### config.mk
export PLATFORM = sky130hd
export DESIGN_NAME = sub_share_arb_flat
export DESIGN_NICKNAME = d
export VERILOG_FILES = /design/src/rtl/sub_share_arb_if.sv /design/src/rtl/sub_share_arb.sv /design/src/flat_wrapper.sv
export SDC_FILE = /design/constraint.sdc
export NUM_CORES = 1
export LEC_CHECK = 0
export BUFFER_PORTS_ARGS = -buffer_cell sky130_fd_sc_hd__clkbuf_2
export CAP_MARGIN = 20
export CORE_MARGIN = 2
export CORE_UTILIZATION = 30
export DETAILED_ROUTE_END_ITERATION = 10
export PLACE_DENSITY = 0.51
export SYNTH_ARGS = -nofsm -noshare
export SYNTH_HDL_FRONTEND = slang
export SYNTH_SLANG_ARGS = --single-unit
### constraint.sdc
create_clock -name clk -period 9.29 [get_ports clk]
set_clock_uncertainty 0.15 [all_clocks]
set_input_delay 0 -clock clk [delete_from_list [all_inputs] [get_ports clk]]
set_output_delay 0 -clock clk [all_outputs]
set_load 0.02 [all_outputs]
### src/rtl/sub_share_arb_if.sv
// Handshake/bus bundle between the requesters, the sub_share_arb scheduler and the shared sub unit.
interface sub_share_arb_if #(
  parameter int unsigned NREQ = 4
);
  logic            hold;
  logic [NREQ-1:0] req_valid;
  logic [NREQ-1:0] req_a;
  logic [NREQ-1:0] req_b;
  logic [NREQ-1:0] req_ready;
  logic            sub_valid;
  logic            sub_a;
  logic            sub_b;
  logic            sub_c;
  logic [NREQ-1:0] rsp_valid;
  logic            rsp_c;

  modport master (
    output hold, req_valid, req_a, req_b, sub_c,
    input  req_ready, sub_valid, sub_a, sub_b, rsp_valid, rsp_c
  );

  modport slave (
    input  hold, req_valid, req_a, req_b, sub_c,
    output req_ready, sub_valid, sub_a, sub_b, rsp_valid, rsp_c
  );
endinterface

### src/rtl/sub_share_arb.sv
// Round-robin scheduler sharing one single-bit sub unit among NREQ requesters, with credit limits.
// Optional: define SUB_SHARE_ARB_PRIO0_EN to give requester 0 absolute priority.
module sub_share_arb #(
  parameter int unsigned NREQ    = 4,
  parameter int unsigned LAT     = 2,
  parameter int unsigned MAX_OUT = 2
) (
  input logic            clk,
  input logic            rst,
  sub_share_arb_if.slave bus
);
  localparam int unsigned IW = (NREQ > 1) ? $clog2(NREQ) : 1;

  typedef struct packed {
    logic          v;
    logic [IW-1:0] idx;
  } tag_t;

  logic [NREQ-1:0] elig;
  logic [NREQ-1:0] grant;
  logic [IW-1:0]   win;
  logic [IW-1:0]   jj;
  logic            accept;
  logic [IW-1:0]   ptr;
  logic [2:0]      cnt [NREQ];
  logic            sub_valid_q;
  logic            sub_a_q;
  logic            sub_b_q;
  logic [IW-1:0]   iss_idx;
  tag_t            pipe [LAT];
  tag_t            head;
  logic [NREQ-1:0] rsp_valid_q;
  logic            rsp_c_q;

  // Eligibility: valid, credit available, not held, not in reset
  always_comb begin
    elig = '0;
    for (int unsigned i = 0; i < NREQ; i++) begin
      elig[i] = !rst && !bus.hold && bus.req_valid[i] && (cnt[i] < 3'(MAX_OUT));
    end
  end

  // First eligible requester from ptr upward, wrapping; optional requester-0 override
  always_comb begin
    grant  = '0;
    win    = '0;
    accept = 1'b0;
    jj     = '0;
`ifdef SUB_SHARE_ARB_PRIO0_EN
    if (elig[0]) begin
      grant[0] = 1'b1;
      accept   = 1'b1;
    end
`endif
    for (int unsigned k = 0; k < NREQ; k++) begin
      jj = (32'(ptr) + k >= NREQ) ? IW'(32'(ptr) + k - NREQ) : IW'(32'(ptr) + k);
      if (!accept && elig[jj]) begin
        grant[jj] = 1'b1;
        win       = jj;
        accept    = 1'b1;
      end
    end
  end

  // Issue register and round-robin pointer
  always_ff @(posedge clk or posedge rst) begin
    if (rst) begin
      ptr         <= '0;
      sub_valid_q <= 1'b0;
      sub_a_q     <= 1'b0;
      sub_b_q     <= 1'b0;
      iss_idx     <= '0;
    end else begin
      sub_valid_q <= accept;
      if (accept) begin
        sub_a_q <= bus.req_a[win];
        sub_b_q <= bus.req_b[win];
        iss_idx <= win;
      end
`ifdef SUB_SHARE_ARB_PRIO0_EN
      if (accept && !grant[0]) begin
`else
      if (accept) begin
`endif
        ptr <= (win == IW'(NREQ - 1)) ? '0 : IW'(win + 1'b1);
      end
    end
  end

  // Tag pipeline; the head lines up with sub_c
  always_ff @(posedge clk or posedge rst) begin
    if (rst) begin
      for (int unsigned k = 0; k < LAT; k++) pipe[k] <= '0;
    end else begin
      pipe[0] <= '{v: sub_valid_q, idx: iss_idx};
      for (int unsigned k = 1; k < LAT; k++) pipe[k] <= pipe[k-1];
    end
  end

  assign head = pipe[LAT-1];

  // Registered response routing
  always_ff @(posedge clk or posedge rst) begin
    if (rst) begin
      rsp_valid_q <= '0;
      rsp_c_q     <= 1'b0;
    end else begin
      rsp_valid_q <= head.v ? (NREQ'(1) << head.idx) : '0;
      if (head.v) rsp_c_q <= bus.sub_c;
    end
  end

  // Credit counters: accept adds, response returns, both together cancel
  always_ff @(posedge clk or posedge rst) begin
    if (rst) begin
      for (int unsigned i = 0; i < NREQ; i++) cnt[i] <= '0;
    end else begin
      for (int unsigned i = 0; i < NREQ; i++) begin
        if (grant[i] && !rsp_valid_q[i] && (cnt[i] < 3'(MAX_OUT))) begin
          cnt[i] <= cnt[i] + 3'd1;
        end else if (rsp_valid_q[i] && !grant[i] && (cnt[i] != 3'd0)) begin
          cnt[i] <= cnt[i] - 3'd1;
        end
      end
    end
  end

  assign bus.req_ready = grant;
  assign bus.sub_valid = sub_valid_q;
  assign bus.sub_a     = sub_a_q;
  assign bus.sub_b     = sub_b_q;
  assign bus.rsp_valid = rsp_valid_q;
  assign bus.rsp_c     = rsp_c_q;
endmodule

### src/flat_wrapper.sv
// flat-port wrapper written by rule: the top's interface ports become plain ports
module sub_share_arb_flat 
#(
  parameter int unsigned NREQ    = 4,
  parameter int unsigned LAT     = 2,
  parameter int unsigned MAX_OUT = 2
)
  (clk, rst, bus_hold, bus_req_valid, bus_req_a, bus_req_b, bus_sub_c, bus_req_ready, bus_sub_valid, bus_sub_a, bus_sub_b, bus_rsp_valid, bus_rsp_c);
  sub_share_arb_if #(.NREQ(NREQ)) bus_i ();
  input logic clk;
  input logic rst;
  input wire logic [$bits(bus_i.hold)-1:0] bus_hold;
  input wire logic [$bits(bus_i.req_valid)-1:0] bus_req_valid;
  input wire logic [$bits(bus_i.req_a)-1:0] bus_req_a;
  input wire logic [$bits(bus_i.req_b)-1:0] bus_req_b;
  input wire logic [$bits(bus_i.sub_c)-1:0] bus_sub_c;
  output wire logic [$bits(bus_i.req_ready)-1:0] bus_req_ready;
  output wire logic [$bits(bus_i.sub_valid)-1:0] bus_sub_valid;
  output wire logic [$bits(bus_i.sub_a)-1:0] bus_sub_a;
  output wire logic [$bits(bus_i.sub_b)-1:0] bus_sub_b;
  output wire logic [$bits(bus_i.rsp_valid)-1:0] bus_rsp_valid;
  output wire logic [$bits(bus_i.rsp_c)-1:0] bus_rsp_c;
  assign bus_i.hold = bus_hold;
  assign bus_i.req_valid = bus_req_valid;
  assign bus_i.req_a = bus_req_a;
  assign bus_i.req_b = bus_req_b;
  assign bus_i.sub_c = bus_sub_c;
  assign bus_req_ready = bus_i.req_ready;
  assign bus_sub_valid = bus_i.sub_valid;
  assign bus_sub_a = bus_i.sub_a;
  assign bus_sub_b = bus_i.sub_b;
  assign bus_rsp_valid = bus_i.rsp_valid;
  assign bus_rsp_c = bus_i.rsp_c;
  sub_share_arb #(.NREQ(NREQ), .LAT(LAT), .MAX_OUT(MAX_OUT)) u_core (.clk(clk), .rst(rst), .bus(bus_i));
endmodule
[Yosys cells after proc, flatten, opt, wreduce, memory -nomap -nowiden]
Index checks and enable logic that the tools add are counted.
Operators by class
  shift operators: 1
  equal/unequal tests: 1
  add/subtract/negate cells: 16
  $mul: 0
  div/mod/pow operators: 0
  reductions and logical operators: 53
  bitwise operators: 3
  multiplexer cells: 46
  magnitude comparators: 17
Operators with widths (number)
  $logic_and 1x1->1: 32
  $mux 3: 8
  $mux 4: 5
  $mux 2: 9
  $lt 2x3->1 const B: 5
  $mux 1: 14
  $logic_not 1->1: 13
  $add 3x1->3 const B: 4
  $bmux 1 s2: 6
  $lt 3x2->1 const B: 4
  $or 4x4->4: 3
  $reduce_bool 3->1: 4
  $sub 3x1->3 const B: 4
  $ge 3x3->1 const B: 3
  $demux 1 s2: 4
  $ge 2x1->1 const B: 4
  $reduce_bool 2->1: 4
  $sub 2x1->2 const B: 4
  $add 2x2->3 const B: 2
  $shl 1x2->4 const A: 1
  $add 2x1->3 const B: 1
  $ge 2x3->1 const B: 1
  $add 2x1->2 const B: 1
  $eq 2x2->1 const B: 1
Storage, ports and cells
  logic and storage cells: 152
  output and inout bits: 12
  input bits: 16
  ROM bits: 0
  bits in latches: 0
  memories kept: 0
  register bits: 30
  memory bits (writable): 0

[Depth between registers and ports, before layout]
Gate-level depths: netlist of the first run.
  depth after elaboration: 21
  depth in mapped cells: 13
  gate-level depth less buffers: 12

[Least setup slack after synthesis of the first run]
No wires, ideal clock.
  kind: reg-to-reg
  start point: reg u_core.ptr[1]
  end point: reg u_core.cnt[2] in the netlist's numbering
  cell stages (with the launch flop): 12
  clock period less this slack: 3.890 ns
  path buffers: 0
  setup time: 0.087 ns
  data arrival time: 3.652 ns
  setup slack: 5.400 ns
  required time: 9.053 ns
  path through: dfrtp_1 inv_1 ha_1 nor3b_2 a221oi_1 or2_4 a311oi_2 o2bb2ai_2 nand2_1 fa_1 or4_1 o211ai_1
Between the ends
  longest elaborated chain between the ends: 18
  elaborated cells between the ends (all ways): 66
  those cells by class: 7 x add/sub; 12 x order compare; 28 x mux; 3 x bitwise; 16 x reduce/logical
Ends and longest elaborated chain
  start: declaration: line sub_share_arb.sv:24  | logic [IW-1:0] ptr;
  start signal: assignment: line sub_share_arb.sv:85  | ptr <= (win == IW'(NREQ - 1)) ? '0 : IW'(win + 1'b1);
  parallel branches: the longest is 13 deep, another holds $add 2x1->3
  $mux 4 (*): line sub_share_arb.sv:57  | if (!accept && elig[jj]) begin
  net bus_req_ready[3]: line flat_wrapper.sv:17  | output wire logic [$bits(bus_i.req_ready)-1:0] bus_req_ready;
  $logic_not 1->1: line sub_share_arb.sv:121  | end else if (rsp_valid_q[i] && !grant[i] && (cnt[i] != 3'd0)) begin
  $logic_and 1x1->1 (2 in series): line sub_share_arb.sv:121
  $reduce_bool 2->1 (no source line)
  end signal: indexed assignment: line sub_share_arb.sv:120  | cnt[i] <= cnt[i] + 3'd1;
  end signal: indexed assignment: line sub_share_arb.sv:122  | cnt[i] <= cnt[i] - 3'd1;
  end: declaration: line sub_share_arb.sv:25  | logic [2:0] cnt [NREQ];
Mark *: on every way through the listed nets, which the timed path passes. The select of a mux whose other input is x is not followed.
A chain may end at the register's enable or synchronous reset.

==> results.sh, run 1 <==
export IMPL_drv_cap=0
export IMPL_mostFrequentLayoutCell="dfrtp_1"
export IMPL_finalCritPeriodShare_pct=48.26
export IMPL_switching_share_pct=40.77
export IMPL_place_ws_ps=4870
export IMPL_cp_max_fo=16
export IMPL_yosys_area_top_type="dfrtp_1"
export IMPL_initial_core_util_pct=30.89
export IMPL_via_per_inst=5.266
export IMPL_syn_area_um2=2228
export IMPL_die_w_um=90.19
export IMPL_layout_area_seq_um2=750.7
export IMPL_gp_congestion=0.8243
export IMPL_drt_iter0_drc=188
export IMPL_cp_data_required_time_ps=9350
export IMPL_relSlewSlack_pct=47.41
export IMPL_status="completed"
export IMPL_cts_resized=0
export IMPL_antenna_found_initial=0
export IMPL_yosysWarnings=0
export IMPL_arrival_ps=4540
export IMPL_finalWirelength_um=5128
export IMPL_grt_total_usage_pct=13.24
export IMPL_maxSlewViolCount=0
export IMPL_p_switching_uw=193.4
export IMPL_postRouteAntennaNets=0
export IMPL_cts_tree="yes"
export IMPL_synth_top_area_share_pct=33.69
export IMPL_dieArea_um2=8133
export IMPL_vias=1922
export IMPL_ys_async_sr_fraction_pct=100.0
export IMPL_dp_cells=351
export IMPL_power_density_nw_per_um2=182.0
export IMPL_fin_tns_setup_ps=0
export IMPL_p_int_uw=281.0
export IMPL_placed_area_um2=2451
export IMPL_first_pass_iters=4
export IMPL_pwr_share_comb_pct=41.0
export IMPL_synth_edf_count=0
export IMPL_max_freq_ghz=0.2231
export IMPL_die_h_um=90.19
export IMPL_num_fill_cells=761
export IMPL_grt_max_degree=31
export IMPL_clkLatencyLatePin_ps=280
export IMPL_core_area_um2=7214
export IMPL_ys_types=56
export IMPL_p_clk_share_pct=23.5
export IMPL_start_kind="flip-flop"
export IMPL_fin_nets=293
export IMPL_num_rows=31
export IMPL_grt_pass1_wl_um=8894
export IMPL_ys_seq_area_share_pct=33.69
export IMPL_p_leak_uw=0.001020
export IMPL_ys_flop_type="dfrtp_1"
export IMPL_routedWlPerCell_um=14.05
export IMPL_area_delta_synth_final_pct=16.96
export IMPL_cts_sinks=30
export IMPL_numCtsBuffers=5
export IMPL_final_area_um2=2606
export IMPL_dp_final_hpwl_um=3739
export IMPL_hold_viol=0
export IMPL_finalNonFillerCells=365
export IMPL_postLayoutCoreUtil_pct=36.13
export IMPL_io_buffer_count=27
export IMPL_multi_input_area_um2=1396
export IMPL_n_antenna_cell=0
export IMPL_min_path_type="in2reg"
export IMPL_grt_pass1_vias=1819
export IMPL_fin_crit_ps=4483
export IMPL_syn_nets=260
export IMPL_tightestPinTransition_ps=788.8
export IMPL_setup_viol=0
export IMPL_clk_pin_slew_ps=70
export IMPL_synth_seq_cells=30
export IMPL_layout_common_cells="dfrtp_1, clkbuf_2, nor2_1, o21ai_0, nand2_1"
export IMPL_ys_top_cells_by_area="dfrtp_1, ha_1, fa_1"
export IMPL_syn_instance_count=232
export IMPL_syn_avg_cell_area_um2=9.605
export IMPL_ios=28
export IMPL_peakVddDrop_mv=0.08513
export IMPL_grt_overflow_total=0
export IMPL_route_detailed_drc=0
export IMPL_critPathKind="reg2reg"
export IMPL_root_buffer="clkbuf_8"
export IMPL_pwr_share_seq_pct=35.5
export IMPL_rsz0062_at_grt="no"
export IMPL_critPathCaptureType="flip-flop"
export IMPL_htree_num_levels=2
export IMPL_drive_gt1_share_pct=24.06
export IMPL_cts_max_path_buffers=2
export IMPL_worst_slack_ps=4807
final cells by class:
type / count / area share [%]
multi-input combinational: 184 / 53.58
sequential: 30 / 28.80
timing repair buffer: 34 / 7.777
tap: 99 / 4.753
clock buffer: 6 / 3.169
inverter: 10 / 1.440
clock inverter: 2 / 0.4801
power by group through the flow:
stage          Clock (uW)  Sequential (uW)  Combinational [uW]
2_1_floorplan           0              163                 152
3_3_place_gp            0              171                 191
3_5_place_dp            0              171                 193
4_1_cts               118              168                 195
5_1_grt               122              173                 217
6_report              111              168                 195
cells in the mapped netlist (4+ instances only):
cell type  number
a21oi_1         8
a311oi_2        4
and3_1          4
buf_2           5
dfrtp_1        30
fa_1            4
ha_1            8
inv_1          10
mux2_2          5
mux2i_1         8
nand2_1        15
nor2_1         20
nor3_1          9
nor3b_1         8
nor3b_2         4
o211ai_1        5
o21a_1          4
o21ai_0        16
or4_1           4
layer usage:
layer | track usage, % | wire length, um | vias to the layer above
li1 | - | - | 949
met1 | 18.37 | 2474 | 914
met2 | 20.74 | 2352 | 51
met3 | 3.018 | 232 | 8
met4 | 3.718 | 69 | 0
met5 | 0 | 0 | -
metrics by stage:
step | hold slack, ps | power (uW)
3_5_place_dp | 38.14 | 363.2
2_1_floorplan | -59.19 | 315.2
4_1_cts | 23.64 | 481.1
5_1_grt | 42.23 | 511.9
6_report | 25.94 | 474.4
3_3_place_gp | 33.89 | 361.9
final timing paths:
check	startpoint	end	slack, ps	cells past startpoint
max	flip-flop	u_core.cnt[2]$_DFFE_PP0P_	4810	11
min	bus_req_b[0]	u_core.bus.sub_b$_DFFE_PP0P_	30	4
max reg2reg	flip-flop	u_core.cnt[2]$_DFFE_PP0P_	4810	11
min reg2reg	u_core.pipe[5]$_DFF_PP0_	u_core.head[2]$_DFF_PP0_	200	0
max in group asynchronous	rst	u_core.pipe[3]$_DFF_PP0_	8430	4
min in group asynchronous	rst	u_core.cnt[5]$_DFFE_PP0P_	260	4
sequential cells by signal, summed over array words and instances (netlist names), named ones only:
signal                count
u_core.cnt               12
u_core.bus.rsp_valid      4
u_core.head               3
u_core.pipe               3
u_core.iss_idx            2
u_core.bus.rsp_c          1
u_core.bus.sub_a          1
u_core.bus.sub_b          1
u_core.bus.sub_valid      1
u_core.ptr                1
kinds of logic after synthesis:
family | Yosys count | share of synthesized area, %
AND/OR/NAND/NOR | 85 | 21.84
AO/OA/AOI/OAI | 72 | 25.21
flip-flops | 30 | 33.69
buffers and inverters | 18 | 3.650
multiplexers | 14 | 7.131
adder cells (fa/ha/maj) | 12 | 8.086
XOR/XNOR | 1 | 0.3931
worst max-delay path, stage by stage (launching register included):
cell       delay, ps
dfrtp_1          670
inv_1            280
ha_1             450
nor3b_2          220
a221oi_1         680
or2_4            290
a311oi_2         110
o2bb2ai_2        400
nand2_1          130
fa_1             410
or4_1            520
o211ai_1          90
what timing repair did:
item,in CTS,in global routing
setup buffers,0,0
hold buffers,6,0
endpoints found under the hold margin,33,0
(Power assumes the default switching activity.)
==> run 2: changes to the inputs <==
--- a/config.mk
+++ b/config.mk
@@ -10,7 +10,7 @@
 export CORE_MARGIN = 2
 export CORE_UTILIZATION = 30
 export DETAILED_ROUTE_END_ITERATION = 10
-export PLACE_DENSITY = 0.51
+export PLACE_DENSITY = 0.52
 export SYNTH_ARGS = -nofsm -noshare
 export SYNTH_HDL_FRONTEND = slang
 export SYNTH_SLANG_ARGS = --single-unit
==> constraint.sdc (replaced) <==
create_clock -name clk -period 3.8 [get_ports clk]
set_clock_uncertainty 0.15 [all_clocks]
set_input_delay 0 -clock clk [delete_from_list [all_inputs] [get_ports clk]]
set_output_delay 0 -clock clk [all_outputs]
set_load 0.02 [all_outputs]
==> results.sh, run 2 (same netlist as run 1, synthesis figures left out) <==
export IMPL_status="completed"
export IMPL_power_density_nw_per_um2=450.1
export IMPL_first_pass_iters=5
export IMPL_max_freq_ghz=0.2828
export IMPL_root_buffer="clkbuf_8"
export IMPL_drt_iter0_drc=212
export IMPL_maxSlewViolCount=0
export IMPL_fin_nets=304
export IMPL_numCtsBuffers=5
export IMPL_hold_viol=0
export IMPL_area_delta_synth_final_pct=21.50
export IMPL_cts_sinks=30
export IMPL_io_buffer_count=27
export IMPL_grt_max_degree=23
export IMPL_p_leak_uw=0.001082
export IMPL_finalWirelength_um=5412
export IMPL_power_uw=1219
export IMPL_r2r_setup_slack_ps=260
export IMPL_cts_max_path_buffers=2
export IMPL_largest_register="u_core.cnt"
export IMPL_via_per_inst=5.355
export IMPL_routedWlPerCell_um=14.43
export IMPL_core_area_um2=7214
export IMPL_placed_area_um2=2559
export IMPL_clk_pin_slew_ps=70
export IMPL_worst_slack_ps=263.7
export IMPL_cts_tree="yes"
export IMPL_grt_pass1_vias=1832
export IMPL_vias=2008
export IMPL_fin_crit_ps=3536
export IMPL_die_w_um=90.19
export IMPL_cp_data_required_time_ps=3820
export IMPL_layout_area_seq_um2=750.7
export IMPL_ios=28
export IMPL_dp_cells=362
export IMPL_min_path_type="in2reg"
export IMPL_fin_tns_setup_ps=0
export IMPL_die_h_um=90.19
export IMPL_grt_overflow_total=0
export IMPL_num_fill_cells=746
export IMPL_hold_path_depth=4
export IMPL_largest_reg_flops=12
export IMPL_antenna_found_initial=0
export IMPL_peakVddDrop_mv=0.2664
export IMPL_grt_pass1_wl_um=9121
export IMPL_finalCritPeriodShare_pct=93.06
export IMPL_critPathKind="reg2reg"
export IMPL_dieArea_um2=8133
export IMPL_start_kind="flip-flop"
export IMPL_finalNonFillerCells=375
export IMPL_gp_congestion=0.8456
export IMPL_multi_input_area_um2=1431
export IMPL_route_detailed_drc=0
export IMPL_relSlewSlack_pct=52.77
export IMPL_grt_total_usage_pct=13.83
export IMPL_arrival_ps=3560
export IMPL_htree_num_levels=2
export IMPL_critPathCaptureType="flip-flop"
export IMPL_mostFrequentLayoutCell="dfrtp_1"
export IMPL_cp_max_fo=8
export IMPL_num_rows=31
export IMPL_setup_viol=0
export IMPL_rsz0062_at_grt="no"
export IMPL_drive_gt1_share_pct=27.54
export IMPL_dp_final_hpwl_um=3915
export IMPL_place_ws_ps=258.9
export IMPL_drv_cap=0
export IMPL_layout_common_cells="dfrtp_1, clkbuf_2, nor2_1, o21ai_0, nand2_1"
export IMPL_postRouteAntennaNets=0
export IMPL_clkLatencyLatePin_ps=290
export IMPL_initial_core_util_pct=30.89
export IMPL_reg2regPathDepth=10
export IMPL_tightestPinTransition_ps=703.0
export IMPL_n_antenna_cell=0
export IMPL_final_area_um2=2708
[run 2: cell types whose count changed in the layout (fill, tap and decap cells not counted)]
cell / delta
buf_4: +11
o2bb2ai_2: -2
o2bb2ai_4: +2
a221oi_1: -1
a221oi_2: +1
clkbuf_8: -1
clkinv_2: +1
clkinvlp_4: -1
o21ai_1: -1
o21ai_2: +1
[run 2: where the power goes]
part	switching, uW	internal, uW	leakage [uW]	total (uW)
sequential	37.1	353	0.000352	390
combinational	333	242	0.000686	575
clock	131	123	0.0000438	254
[run 2: final timing paths]
check / startpoint / end
min reg2reg: u_core.pipe[4]$_DFF_PP0_ / u_core.head[1]$_DFF_PP0_
min in group asynchronous: rst / u_core.cnt[5]$_DFFE_PP0P_
max: flip-flop / u_core.bus.sub_a$_DFFE_PP0P_
min: bus_req_b[0] / u_core.bus.sub_b$_DFFE_PP0P_
max reg2reg: flip-flop / u_core.bus.sub_a$_DFFE_PP0P_
max in group asynchronous: rst / u_core.cnt[2]$_DFFE_PP0P_
[run 2: area by class of cell]
class                      count  share of cell area, %
inverter                      10                  1.386
tap                           99                  4.575
clock buffer                   5                  2.542
sequential                    30                  27.73
clock inverter                 2                 0.3697
timing repair buffer          45                  10.54
multi-input combinational    184                  52.86
[run 2: metal layers]
metal / share of wire [%] / wire [um] / global-route usage, % / vias up
li1: - / - / - / 969
met5: 0 / 0 / 0 / -
met3: 5.3 / 289 / 2.766 / 10
met2: 44 / 2385 / 21.24 / 76
met1: 49 / 2648 / 19.47 / 953
met4: 1.6 / 89 / 4.615 / 0
[run 2: through the flow]
step | hold slack, ps | utilization (%)
3_5_place_dp | -79.48 | 35.47
5_1_grt | 54.51 | 37.53
3_3_place_gp | -79.50 | 35.47
2_1_floorplan | -59.19 | -
4_1_cts | 16.16 | 37.39
6_report | 25.40 | 37.53
[run 2: critical path: stages (launching register included)]
cell and delay (ps):
dfrtp_1 350, inv_1 60, ha_1 400, nor3_1 450, a22oi_1 170, o311ai_0 490
o22ai_2 280, mux2i_1 210, dlygate4sd3_1 560, nor2_1 40, a211o_1 270
[run 2: what timing repair did]
action,4_1_cts,5_1_grt
endpoints found under the setup margin,0,6
endpoints found under the hold margin,11,0
gates resized for setup,0,2
buffers inserted,0,0
hold buffers,6,0
